**config.mk**
```make
export PLATFORM = sky130hd
export DESIGN_NAME = kband_mem_arbiter_flat
export DESIGN_NICKNAME = d
export VERILOG_FILES = /design/src/rtl/kband_mem_pkg.sv /design/src/rtl/kband_mem_arbiter_if.sv /design/src/rtl/kband_mem_rd_return.sv /design/src/rtl/kband_mem_arbiter.sv /design/src/flat_wrapper.sv
export SDC_FILE = /design/constraint.sdc
export NUM_CORES = 1
export LEC_CHECK = 0
export CORE_MARGIN = 1
export CORE_UTILIZATION = 41
export DETAILED_ROUTE_END_ITERATION = 16
export GPL_TIMING_DRIVEN = 0
export PLACE_DENSITY = 0.86
export REMOVE_ABC_BUFFERS = 1
export SYNTH_ARGS = -nofsm -noshare
export SYNTH_HDL_FRONTEND = slang
export SYNTH_HIERARCHICAL = 1
export SYNTH_SLANG_ARGS = --single-unit
```
**constraint.sdc**
```tcl
create_clock -name clk -period 2.6 [get_ports clk]
set_input_delay 0.26 -clock clk [delete_from_list [all_inputs] [get_ports clk]]
set_output_delay 0.26 -clock clk [all_outputs]
set_load 0.005 [all_outputs]
```
**src/rtl/kband_mem_pkg.sv**
```systemverilog
// Shared constants and types for the KBand on-chip RAM arbiter.
package kband_mem_pkg;

   localparam int unsigned ADDR_W     = 13;
   localparam int unsigned DATA_W     = 32;
   localparam int unsigned BE_W       = DATA_W / 8;
   localparam int unsigned MEM_DEPTH  = 1 << ADDR_W;
   localparam int unsigned RD_LATENCY = 3;
   localparam int unsigned LOCK_MAX   = 64;

   typedef enum logic {
      PORT0 = 1'b0,
      PORT1 = 1'b1
   } port_id_t;

   // Travels alongside a read so its data can be routed back to the issuer.
   typedef struct packed {
      logic     valid;
      port_id_t port;
   } owner_tag_t;

endpackage

```
**src/rtl/kband_mem_arbiter_if.sv**
```systemverilog
// Host-side bus bundle for both requesters of the RAM arbiter.
interface kband_mem_arbiter_if #(
   parameter int unsigned ADDR_W = kband_mem_pkg::ADDR_W,
   parameter int unsigned DATA_W = kband_mem_pkg::DATA_W,
   parameter int unsigned BE_W   = kband_mem_pkg::BE_W
) ();

   logic [ADDR_W-1:0] m0_address;
   logic [BE_W-1:0]   m0_byteenable;
   logic              m0_read;
   logic              m0_write;
   logic [DATA_W-1:0] m0_writedata;
   logic              m0_waitrequest;
   logic [DATA_W-1:0] m0_readdata;
   logic              m0_readdatavalid;

   logic [ADDR_W-1:0] m1_address;
   logic [BE_W-1:0]   m1_byteenable;
   logic              m1_read;
   logic              m1_write;
   logic [DATA_W-1:0] m1_writedata;
   logic              m1_waitrequest;
   logic [DATA_W-1:0] m1_readdata;
   logic              m1_readdatavalid;
   logic              m1_lock;

   modport master (
      output m0_address, m0_byteenable, m0_read, m0_write, m0_writedata,
      input  m0_waitrequest, m0_readdata, m0_readdatavalid,
      output m1_address, m1_byteenable, m1_read, m1_write, m1_writedata, m1_lock,
      input  m1_waitrequest, m1_readdata, m1_readdatavalid
   );

   modport slave (
      input  m0_address, m0_byteenable, m0_read, m0_write, m0_writedata,
      output m0_waitrequest, m0_readdata, m0_readdatavalid,
      input  m1_address, m1_byteenable, m1_read, m1_write, m1_writedata, m1_lock,
      output m1_waitrequest, m1_readdata, m1_readdatavalid
   );

endinterface

```
**src/rtl/kband_mem_rd_return.sv**
```systemverilog
// Read return path: owner-tag pipe, readdata capture and per-port valid demux.
module kband_mem_rd_return #(
   parameter int unsigned DATA_W = kband_mem_pkg::DATA_W
) (
   input  logic                       clk,
   input  logic                       reset,
   input  kband_mem_pkg::owner_tag_t  issue_tag,
   input  logic [DATA_W-1:0]          mem_readdata,
   output logic [DATA_W-1:0]          m0_readdata,
   output logic                       m0_readdatavalid,
   output logic [DATA_W-1:0]          m1_readdata,
   output logic                       m1_readdatavalid
);

   import kband_mem_pkg::*;

   owner_tag_t tag_s1;
   owner_tag_t tag_s2;
   logic       ret0;
   logic       ret1;

   // Tag stage 1 lines up with the RAM command, stage 2 with RAM q.
   always_ff @(posedge clk or posedge reset) begin
      if (reset) begin
         tag_s1 <= '{valid: 1'b0, port: PORT0};
         tag_s2 <= '{valid: 1'b0, port: PORT0};
      end else begin
         tag_s1 <= issue_tag;
         tag_s2 <= tag_s1;
      end
   end

   // Decode which port owns the data currently on RAM q.
   always_comb begin
      ret0 = tag_s2.valid && (tag_s2.port == PORT0);
      ret1 = tag_s2.valid && (tag_s2.port == PORT1);
   end

   // Capture RAM q for the owning port only; the other port holds its data.
   always_ff @(posedge clk or posedge reset) begin
      if (reset) begin
         m0_readdata      <= '0;
         m0_readdatavalid <= 1'b0;
         m1_readdata      <= '0;
         m1_readdatavalid <= 1'b0;
      end else begin
         m0_readdatavalid <= ret0;
         m1_readdatavalid <= ret1;
         if (ret0) m0_readdata <= mem_readdata;
         if (ret1) m1_readdata <= mem_readdata;
      end
   end

endmodule

```
**src/rtl/kband_mem_arbiter.sv**
```systemverilog
// Two-port round-robin arbiter with port-1 burst lock for one single-port RAM.
module kband_mem_arbiter #(
   parameter int unsigned ADDR_W   = kband_mem_pkg::ADDR_W,
   parameter int unsigned DATA_W   = kband_mem_pkg::DATA_W,
   parameter int unsigned BE_W     = kband_mem_pkg::BE_W,
   parameter int unsigned LOCK_MAX = kband_mem_pkg::LOCK_MAX
) (
   input  logic                clk,
   input  logic                reset,
   kband_mem_arbiter_if.slave  host,
   output logic [ADDR_W-1:0]   mem_address,
   output logic [BE_W-1:0]     mem_byteenable,
   output logic                mem_chipselect,
   output logic                mem_write,
   output logic [DATA_W-1:0]   mem_writedata,
   output logic                mem_clken,
   input  logic [DATA_W-1:0]   mem_readdata
);

   import kband_mem_pkg::*;

   localparam int unsigned       CNT_W      = $clog2(LOCK_MAX + 1);
   localparam logic [CNT_W-1:0]  LOCK_MAX_C = CNT_W'(LOCK_MAX);

   logic             req0;
   logic             req1;
   logic             grant0;
   logic             grant1;
   logic             lock_sat;
   port_id_t         rr_ptr;
   port_id_t         rr_ptr_nxt;
   logic [CNT_W-1:0] lock_cnt;
   logic [CNT_W-1:0] lock_cnt_nxt;
   owner_tag_t       issue_tag;

   assign req0     = host.m0_read | host.m0_write;
   assign req1     = host.m1_read | host.m1_write;
   assign lock_sat = (lock_cnt == LOCK_MAX_C);

   assign host.m0_waitrequest = ~grant0;
   assign host.m1_waitrequest = ~grant1;

   // Combinational grant: lock override first, then round-robin, then sole requester.
   always_comb begin
      grant0 = 1'b0;
      grant1 = 1'b0;
      if (!reset) begin
         if (host.m1_lock && req1) begin
            if (lock_sat && req0) grant0 = 1'b1;
            else                  grant1 = 1'b1;
         end else if (req0 && req1) begin
            if (rr_ptr == PORT0) grant0 = 1'b1;
            else                 grant1 = 1'b1;
         end else begin
            grant0 = req0;
            grant1 = req1;
         end
      end
   end

   // Next priority holder and lock window count.
   always_comb begin
      rr_ptr_nxt   = rr_ptr;
      lock_cnt_nxt = lock_cnt;
      if (grant0)      rr_ptr_nxt = PORT1;
      else if (grant1) rr_ptr_nxt = PORT0;
      if (!host.m1_lock || grant0)
         lock_cnt_nxt = '0;
      else if (grant1 && req0 && !lock_sat)
         lock_cnt_nxt = lock_cnt + 1'b1;
   end

   // Arbitration state registers.
   always_ff @(posedge clk or posedge reset) begin
      if (reset) begin
         rr_ptr   <= PORT0;
         lock_cnt <= '0;
      end else begin
         rr_ptr   <= rr_ptr_nxt;
         lock_cnt <= lock_cnt_nxt;
      end
   end

   // Read+write together is handled as a write, so only pure reads get a tag.
   always_comb begin
      issue_tag.valid = (grant0 && host.m0_read && !host.m0_write) ||
                        (grant1 && host.m1_read && !host.m1_write);
      issue_tag.port  = grant1 ? PORT1 : PORT0;
   end

   // Register the accepted command toward the RAM.
   always_ff @(posedge clk or posedge reset) begin
      if (reset) begin
         mem_address    <= '0;
         mem_byteenable <= '0;
         mem_chipselect <= 1'b0;
         mem_write      <= 1'b0;
         mem_writedata  <= '0;
         mem_clken      <= 1'b0;
      end else begin
         mem_clken      <= 1'b1;
         mem_chipselect <= grant0 | grant1;
         mem_write      <= (grant0 & host.m0_write) | (grant1 & host.m1_write);
         if (grant1) begin
            mem_address    <= host.m1_address;
            mem_byteenable <= host.m1_byteenable;
            mem_writedata  <= host.m1_writedata;
         end else if (grant0) begin
            mem_address    <= host.m0_address;
            mem_byteenable <= host.m0_byteenable;
            mem_writedata  <= host.m0_writedata;
         end
      end
   end

   kband_mem_rd_return #(
      .DATA_W (DATA_W)
   ) u_rd_return (
      .clk              (clk),
      .reset            (reset),
      .issue_tag        (issue_tag),
      .mem_readdata     (mem_readdata),
      .m0_readdata      (host.m0_readdata),
      .m0_readdatavalid (host.m0_readdatavalid),
      .m1_readdata      (host.m1_readdata),
      .m1_readdatavalid (host.m1_readdatavalid)
   );

   a_m0_rd_wr_excl: assert property (@(posedge clk) disable iff (reset)
                                     !(host.m0_read && host.m0_write));
   a_m1_rd_wr_excl: assert property (@(posedge clk) disable iff (reset)
                                     !(host.m1_read && host.m1_write));

endmodule

```
**src/flat_wrapper.sv**
```systemverilog
// flat-port wrapper written by rule: the top's interface ports become plain ports
module kband_mem_arbiter_flat import kband_mem_pkg::*;
#(
   parameter int unsigned ADDR_W   = kband_mem_pkg::ADDR_W,
   parameter int unsigned DATA_W   = kband_mem_pkg::DATA_W,
   parameter int unsigned BE_W     = kband_mem_pkg::BE_W,
   parameter int unsigned LOCK_MAX = kband_mem_pkg::LOCK_MAX
)
  (clk, reset, mem_address, mem_byteenable, mem_chipselect, mem_write, mem_writedata, mem_clken, mem_readdata, host_m0_address, host_m0_byteenable, host_m0_read, host_m0_write, host_m0_writedata, host_m0_waitrequest, host_m0_readdata, host_m0_readdatavalid, host_m1_address, host_m1_byteenable, host_m1_read, host_m1_write, host_m1_writedata, host_m1_lock, host_m1_waitrequest, host_m1_readdata, host_m1_readdatavalid);
  kband_mem_arbiter_if #(.ADDR_W(ADDR_W), .DATA_W(DATA_W), .BE_W(BE_W)) host_i ();
  input  logic clk;
  input  logic reset;
  output logic [ADDR_W-1:0] mem_address;
  output logic [BE_W-1:0] mem_byteenable;
  output logic mem_chipselect;
  output logic mem_write;
  output logic [DATA_W-1:0] mem_writedata;
  output logic mem_clken;
  input  logic [DATA_W-1:0] mem_readdata;
  input wire logic [$bits(host_i.m0_address)-1:0] host_m0_address;
  input wire logic [$bits(host_i.m0_byteenable)-1:0] host_m0_byteenable;
  input wire logic [$bits(host_i.m0_read)-1:0] host_m0_read;
  input wire logic [$bits(host_i.m0_write)-1:0] host_m0_write;
  input wire logic [$bits(host_i.m0_writedata)-1:0] host_m0_writedata;
  output wire logic [$bits(host_i.m0_waitrequest)-1:0] host_m0_waitrequest;
  output wire logic [$bits(host_i.m0_readdata)-1:0] host_m0_readdata;
  output wire logic [$bits(host_i.m0_readdatavalid)-1:0] host_m0_readdatavalid;
  input wire logic [$bits(host_i.m1_address)-1:0] host_m1_address;
  input wire logic [$bits(host_i.m1_byteenable)-1:0] host_m1_byteenable;
  input wire logic [$bits(host_i.m1_read)-1:0] host_m1_read;
  input wire logic [$bits(host_i.m1_write)-1:0] host_m1_write;
  input wire logic [$bits(host_i.m1_writedata)-1:0] host_m1_writedata;
  input wire logic [$bits(host_i.m1_lock)-1:0] host_m1_lock;
  output wire logic [$bits(host_i.m1_waitrequest)-1:0] host_m1_waitrequest;
  output wire logic [$bits(host_i.m1_readdata)-1:0] host_m1_readdata;
  output wire logic [$bits(host_i.m1_readdatavalid)-1:0] host_m1_readdatavalid;
  assign host_i.m0_address = host_m0_address;
  assign host_i.m0_byteenable = host_m0_byteenable;
  assign host_i.m0_read = host_m0_read;
  assign host_i.m0_write = host_m0_write;
  assign host_i.m0_writedata = host_m0_writedata;
  assign host_m0_waitrequest = host_i.m0_waitrequest;
  assign host_m0_readdata = host_i.m0_readdata;
  assign host_m0_readdatavalid = host_i.m0_readdatavalid;
  assign host_i.m1_address = host_m1_address;
  assign host_i.m1_byteenable = host_m1_byteenable;
  assign host_i.m1_read = host_m1_read;
  assign host_i.m1_write = host_m1_write;
  assign host_i.m1_writedata = host_m1_writedata;
  assign host_i.m1_lock = host_m1_lock;
  assign host_m1_waitrequest = host_i.m1_waitrequest;
  assign host_m1_readdata = host_i.m1_readdata;
  assign host_m1_readdatavalid = host_i.m1_readdatavalid;
  kband_mem_arbiter #(.ADDR_W(ADDR_W), .DATA_W(DATA_W), .BE_W(BE_W), .LOCK_MAX(LOCK_MAX)) u_core (.clk(clk), .reset(reset), .host(host_i), .mem_address(mem_address), .mem_byteenable(mem_byteenable), .mem_chipselect(mem_chipselect), .mem_write(mem_write), .mem_writedata(mem_writedata), .mem_clken(mem_clken), .mem_readdata(mem_readdata));
endmodule
```
==> impl_metrics.yaml <==
power_and_ir_drop:
  power_mw: 6.93
  power.density_nw_per_um2: 778
  p_leak_nw: 4.03
  ir_drop_mv: 0.357
yosys:
  synth.area.mux_share_pct: 15.4
  yosysSeqAreaShare_pct: 59.7
  yosysMostFrequentCell: "dfrtp_1"
  postSynthAreaPerCell_um2: 14.5
  synth_top_family_by_area: "compound AO/OA/AOI/OAI gates"
  yosysUniqueCellTypes: 38
  synth_top_area_share_pct: 59.7
  synth-xor-area-share_pct: 0.161
  synth_ff_type: "dfrtp_1"
  synth_top_cell_by_area: "dfrtp_1"
  synth_compound_area_share_pct: 17.6
  synth_seq_cells: 130
  synth_edf_count: 0
  yosys-top-cells-area: "dfrtp_1 (60%), a22o_1 (8.0%), mux2_4 (8.0%)"
  synth_warnings: 6
  ys_top_cells_by_count: "dfrtp_1 (130), a21o_1 (51), a22o_1 (50)"
  async_flop_share_pct: 100
  synthAdderAreaFrac_pct: 0.459
  synth-simple-area-share_pct: 2.50
  post_synth_inst_count: 377
  syn_area_um2: 5450
floorplanning:
  core_region_area_um2: 12800
  num_rows: 41
  die_y_um: 117
  io_pins: 257
  die-area_um2: 13800
  chipWidth_um: 117
  start_util_pct: 42.7
setup_path:
  setup.worst_path.class: "register to primary output"
  crit_fanout: 5
  max_stage_delay_ns: 0.49
  crit_path_end_kind: "primary output"
  cp.required_ns: 2.34
  path_cells: "o41ai_4 -> a41oi_4 -> buf_16 -> inv_1 -> clkdlybuf4s50_1"
  start_kind: "register"
  critPathSlowestCell: "clkdlybuf4s50_1"
  arrival_ns: 2.33
final_layout:
  n_antenna_cell: 0
  drive_gt1_share_pct: 19.5
  areaGrowthSynthToFinish_pct: 63.4
  fin_util_pct: 69.8
  final_net_count: 788
timing:
  setup_violations: 0
  slew_headroom_pct: 13.1
  period_share_pct: 99.5
  clock_skew_ns: 0.00689
  worst_pin_slew_ns: 1.30
  period_needed_ns: 2.59
  fmax_mhz: 386
  maxSlewViolCount: 0
  finalHoldViolCount: 0
clock_network:
  ctsHoldBuffers: 0
  root_buffer: "clkbuf_16"
  clock_latency_ns: 0.41
  clock_sinks: 130
  path_clk_slew_ns: 0.06
  cts_max_level: 4
  cts_buffers: 17
  clockBufferDepth: 2
  cts_tree: "done"
global_routing:
  grt_max_degree: 47
  grt_pass1_wl_mm: 25.6
  antenna_found_initial: 0
  grt_pass1_vias: 4740
  grt_overflow: 0
  grt_usage_pct: 24.4
drt:
  routedWlPerCell_um: 19.5
  via_count: 4395
  drt.antenna.violating_nets: 0
  drcViolationCount: 0
  drt-pass1-iter-count: 4
  dr.first_iter.drc_count: 240
  viasPerCell: 5.27
  finalWirelength_mm: 16.2
run:
  maxCapViolCount: 0
placed_design:
  gp_congestion: 0.816
  hpwl_mm: 11.2
  port_buffers: 256
hold_path:
  min_path_type: "register to register"
run_status:
  status: "complete, no violations"
==> registers in the layout, summed over array words and instances, names as in the netlist <==
| signal | cells |
|---|---|
| u_core/lock_cnt | 7 |
| u_core/mem_address | 13 |
| u_core/mem_byteenable | 4 |
| u_core/mem_chipselect | 1 |
| u_core/mem_clken | 1 |
| u_core/mem_write | 1 |
| u_core/mem_writedata | 32 |
| u_core/rr_ptr | 1 |
| u_core/u_rd_return/m0_readdata | 32 |
| u_core/u_rd_return/m0_readdatavalid | 1 |
| u_core/u_rd_return/m1_readdata | 32 |
| u_core/u_rd_return/m1_readdatavalid | 1 |
| u_core/u_rd_return/tag_s1 | 2 |
| u_core/u_rd_return/tag_s2 | 2 |
==> metal layers <==
metal,part of all wire [%],up-vias,global-route usage [%]
li1,-,1935,-
met1,39,2162,28.6
met2,50,260,40.9
met3,8.0,38,7.20
met4,3.0,0,11.4
met5,0,-,0
==> worst max-delay path, delay by kind of cell, from the launching register on <==
kind            cells  cell delay, ns
buf+inv             3            0.75
compound gates      2            0.72
flops               1            0.45
==> stage by stage <==
step	instances	cell area [µm²]	TNS (ns)	hold slack (ns)	worst slack (ns)
floorplan	353	5270	-31.12	0.323	-0.716
global route	834	8910	-0.0615	0.367	-0.0453
global placement	781	8050	-177.59	0.334	-2.65
detailed placement	786	8170	-8.56	0.336	-0.517
CTS	827	8850	0	0.346	0.00752
finish	834	8910	0	0.346	0.0120
==> final timing paths <==
path,start,to,slack [ns],cells after the start
max in group asynchronous,reset,u_core/mem_writedata[5],1.55,3
hold / removal,u_core/u_rd_return/tag_s1[1],u_core/u_rd_return/tag_s2[1],0.35,0
min in group asynchronous,reset,u_core/u_rd_return/m1_readdata[2],0.40,2
hold reg to reg,u_core/u_rd_return/tag_s1[1],u_core/u_rd_return/tag_s2[1],0.35,0
setup reg to reg,u_core/lock_cnt[2],u_core/mem_address[6],0.34,6
setup / recovery,u_core/lock_cnt[2],host_m1_waitrequest,0.01,5
==> layout by cell type, fill, tap and decap left out, types with 2 or more instances in the layout <==
master           netlist  layout
mux2_4                29      29
o31ai_1                3       3
buf_4                  1      13
dfrtp_2                0       2
or3_1                  3       3
clkinv_2               0       5
or4_1                  2       2
nand2_1                2       2
o21ai_0                3       3
nand4_1                2       2
nor2_1                 4       4
inv_2                  0       2
nand3_1                2       2
clkbuf_16              0      17
clkdlybuf4s50_1        0     256
dfrtp_1              130     128
inv_6                  0       2
buf_12                 3       4
clkbuf_8               0       2
nand2b_1               2       2
a21oi_1                6       6
inv_1                 11       9
mux2_2                35      35
a21o_1                51      50
a22o_1                50      50
clkinv_4               0       4
==> what timing repair did <==
item / CTS / global route
setup buffers: 6 / 7
setup endpoints to repair: 33 / 2
cloned: 3 / 0
resized for setup: 1 / 4
pin swaps: 4 / 2
==> cells by family after synthesis <==
group                    count (synthesis)
AO/OA/AOI/OAI                          120
XOR/XNOR                                 1
adder cells (fa/ha/maj)                  2
buffers and inverters                   35
flip-flops                             130
multiplexers                            65
other                                    1
AND/OR/NAND/NOR                         23
==> power breakdown <==
group / internal [mW] / total (mW) / switching (mW)
combinational: 1.38 / 1.99 / 0.608
sequential: 2.46 / 2.70 / 0.247
clock: 1.37 / 2.24 / 0.872
==> area by class of cell <==
type                    count  area, µm²
flip-flops and latches    130       3260
multi-input cells         214       2030
repair buffers            275       2800
well taps                 172        215
clock inverters            12        108
fillers                   863       3860
inverters                  11       41.3
clock buffers              20        457
(Power assumes the default switching activity.)
==> variant (same flow settings) <==
The package constant `LOCK_MAX` goes from 64 to 32.
--- a/src/rtl/kband_mem_pkg.sv
+++ b/src/rtl/kband_mem_pkg.sv
@@ -6,7 +6,7 @@
    localparam int unsigned BE_W       = DATA_W / 8;
    localparam int unsigned MEM_DEPTH  = 1 << ADDR_W;
    localparam int unsigned RD_LATENCY = 3;
-   localparam int unsigned LOCK_MAX   = 64;
+   localparam int unsigned LOCK_MAX   = 32;
 
    typedef enum logic {
       PORT0 = 1'b0,
Behaviour: same outputs for any inputs over 10 cycles, from zero or initial values and one cycle with reset high; that may be too few to reach the edited logic, so the function may still have changed.
==> variant against the original RTL <==
  * Setup slack improved by 0.11 ns
  * Total power down 1.5%
  * Highest routed layer unchanged
  * Count of clock-buffer cells in the layout rose by 1
  * Synthesized area shrank 0.21%
  * Sequential share of layout area rose by 0.48 points
  * Final area down 2.1%
  * Sequential cell count decreased by 1
  * Routed wire length decreased by 2.3%
  * Synthesized cell count down 1.1%
  * Sequential power about the same
==> variant: results (changes against the original RTL) <==
Post-Synth XOR/XNOR Area=0.644% (+0.48 points); Syn Inst Count=373 (-1.1%); R2R Path Start=u_core/lock_cnt[0]; Hold Path Origin=u_core/u_rd_return/tag_s1[0]; Arrival @ worst endpoint=2.22 ns (-0.11 ns); first drt pass iteration count=5 (+1); met3 global-route usage=9.42% (+2.2 points); CTS max path bufs=2 (unchanged); multi-input gates=208 (-2.8%); Post-Route WL=15900 um (-2.3%); GR Util All Layers=22.6% (-1.8 points); GR Util met2=39.3% (-1.6 points); library cells used by synthesis=37 (-2.6%); dominant cells by area after synthesis=dfrtp_1 (59%), a221o_1 (9.0%), mux2_4 (8.0%), mux2_2 (7.4%), and2_1 (5.6%); Adder-Cell Fraction of Synth Area=0.460% (+0.00095 points); via count=4276 (-2.7%); Reg-to-Reg End=u_core/mem_writedata[22]; leakage power=3.71 nW (-8.0%); pwr/cell area=783 mW/mm^2 (+0.59%); largest net degree at the start of global routing=51 (+8.5%); share of cells above drive strength 1=17.0% (-2.5 points); outcome=complete, no violations; delay-heaviest family, CP=compound AO/OA/AOI/OAI gates; Fillers=847 (-1.9%); mux contribution to synthesized area=15.6% (+0.24 points); Synth Area in Compound Gates=11.2% (-6.4 points); Nets=776 (-1.5%); Hold EP=u_core/u_rd_return/tag_s2[0]; multi-input logic area=0.00197 sq mm (-3.1%); first-pass GRT wire length=23000 um (-10%); clock buffer count=21 (+5.0%); clk root buf=clkbuf_16; pre-CTS setup slack=-0.160 ns (+0.357 ns); synthesis-stage register bit count=129 (-0.77%); Crit-path slowest cell=dfrtp_1; Via density=5.23 (-0.80%); CP Capture Point=host_m0_waitrequest; YS warnings=6 (unchanged); Post-synth top cells=dfrtp_1 (129), a221o_1 (49), and2_1 (49); ratio of final minimum period to clock period=95.4% (-4.2 points); Final Skew=0.00703 ns (+0.000143 ns); minimum hold slack=0.345 ns (-0.000852 ns); hpwl dp=10800 um (-3.1%); Max FO, Critical Path=19 (+14); buffers outside the clock class=268 (-2.5%); sequential cell area share=37.0% (+0.48 points); vias in the first global route=4450 (-6.1%); reg2reg setup slack=0.38 ns (+0.04 ns); GP Congestion=0.767 (-5.9%); maximum VDD drop=416 uV (+16%); fraction of registers with async set/reset=100% (unchanged); chip width=117 um (about the same)
-- variant: cell count changes after synthesis, sizes merged, moves of 2 or more --
cell,before,now
nand2b,2,0
a22o,50,0
clkbuf,7,5
and2,0,49
a21oi,6,3
or4,2,0
a221o,0,49
nor3,0,3
or3,3,0
xnor2,1,4
a21o,51,2
inv,11,13
nor2,5,9
o21ai,3,1
-- variant: metal layers --
layer | part of all wire [%] | wire length, um
met1 | 36 | 5780
met2 | 50 | 7890
met3 | 10 | 1640
met4 | 3.5 | 548
met5 | 0 | 0
-- variant: power breakdown --
part | switching, W | internal (W)
clock | 0.000802 | 0.00131
sequential | 0.000250 | 0.00246
combinational | 0.000607 | 0.00140
total | 0.00166 | 0.00517
-- variant: kinds of logic after synthesis --
| logic type | count (synthesis) |
|---|---|
| AO/OA/AOI/OAI | 65 |
| XOR/XNOR | 4 |
| adder cells (fa/ha/maj) | 2 |
| buffers and inverters | 36 |
| flip-flops | 129 |
| multiplexers | 66 |
| other | 1 |
| AND/OR/NAND/NOR | 70 |
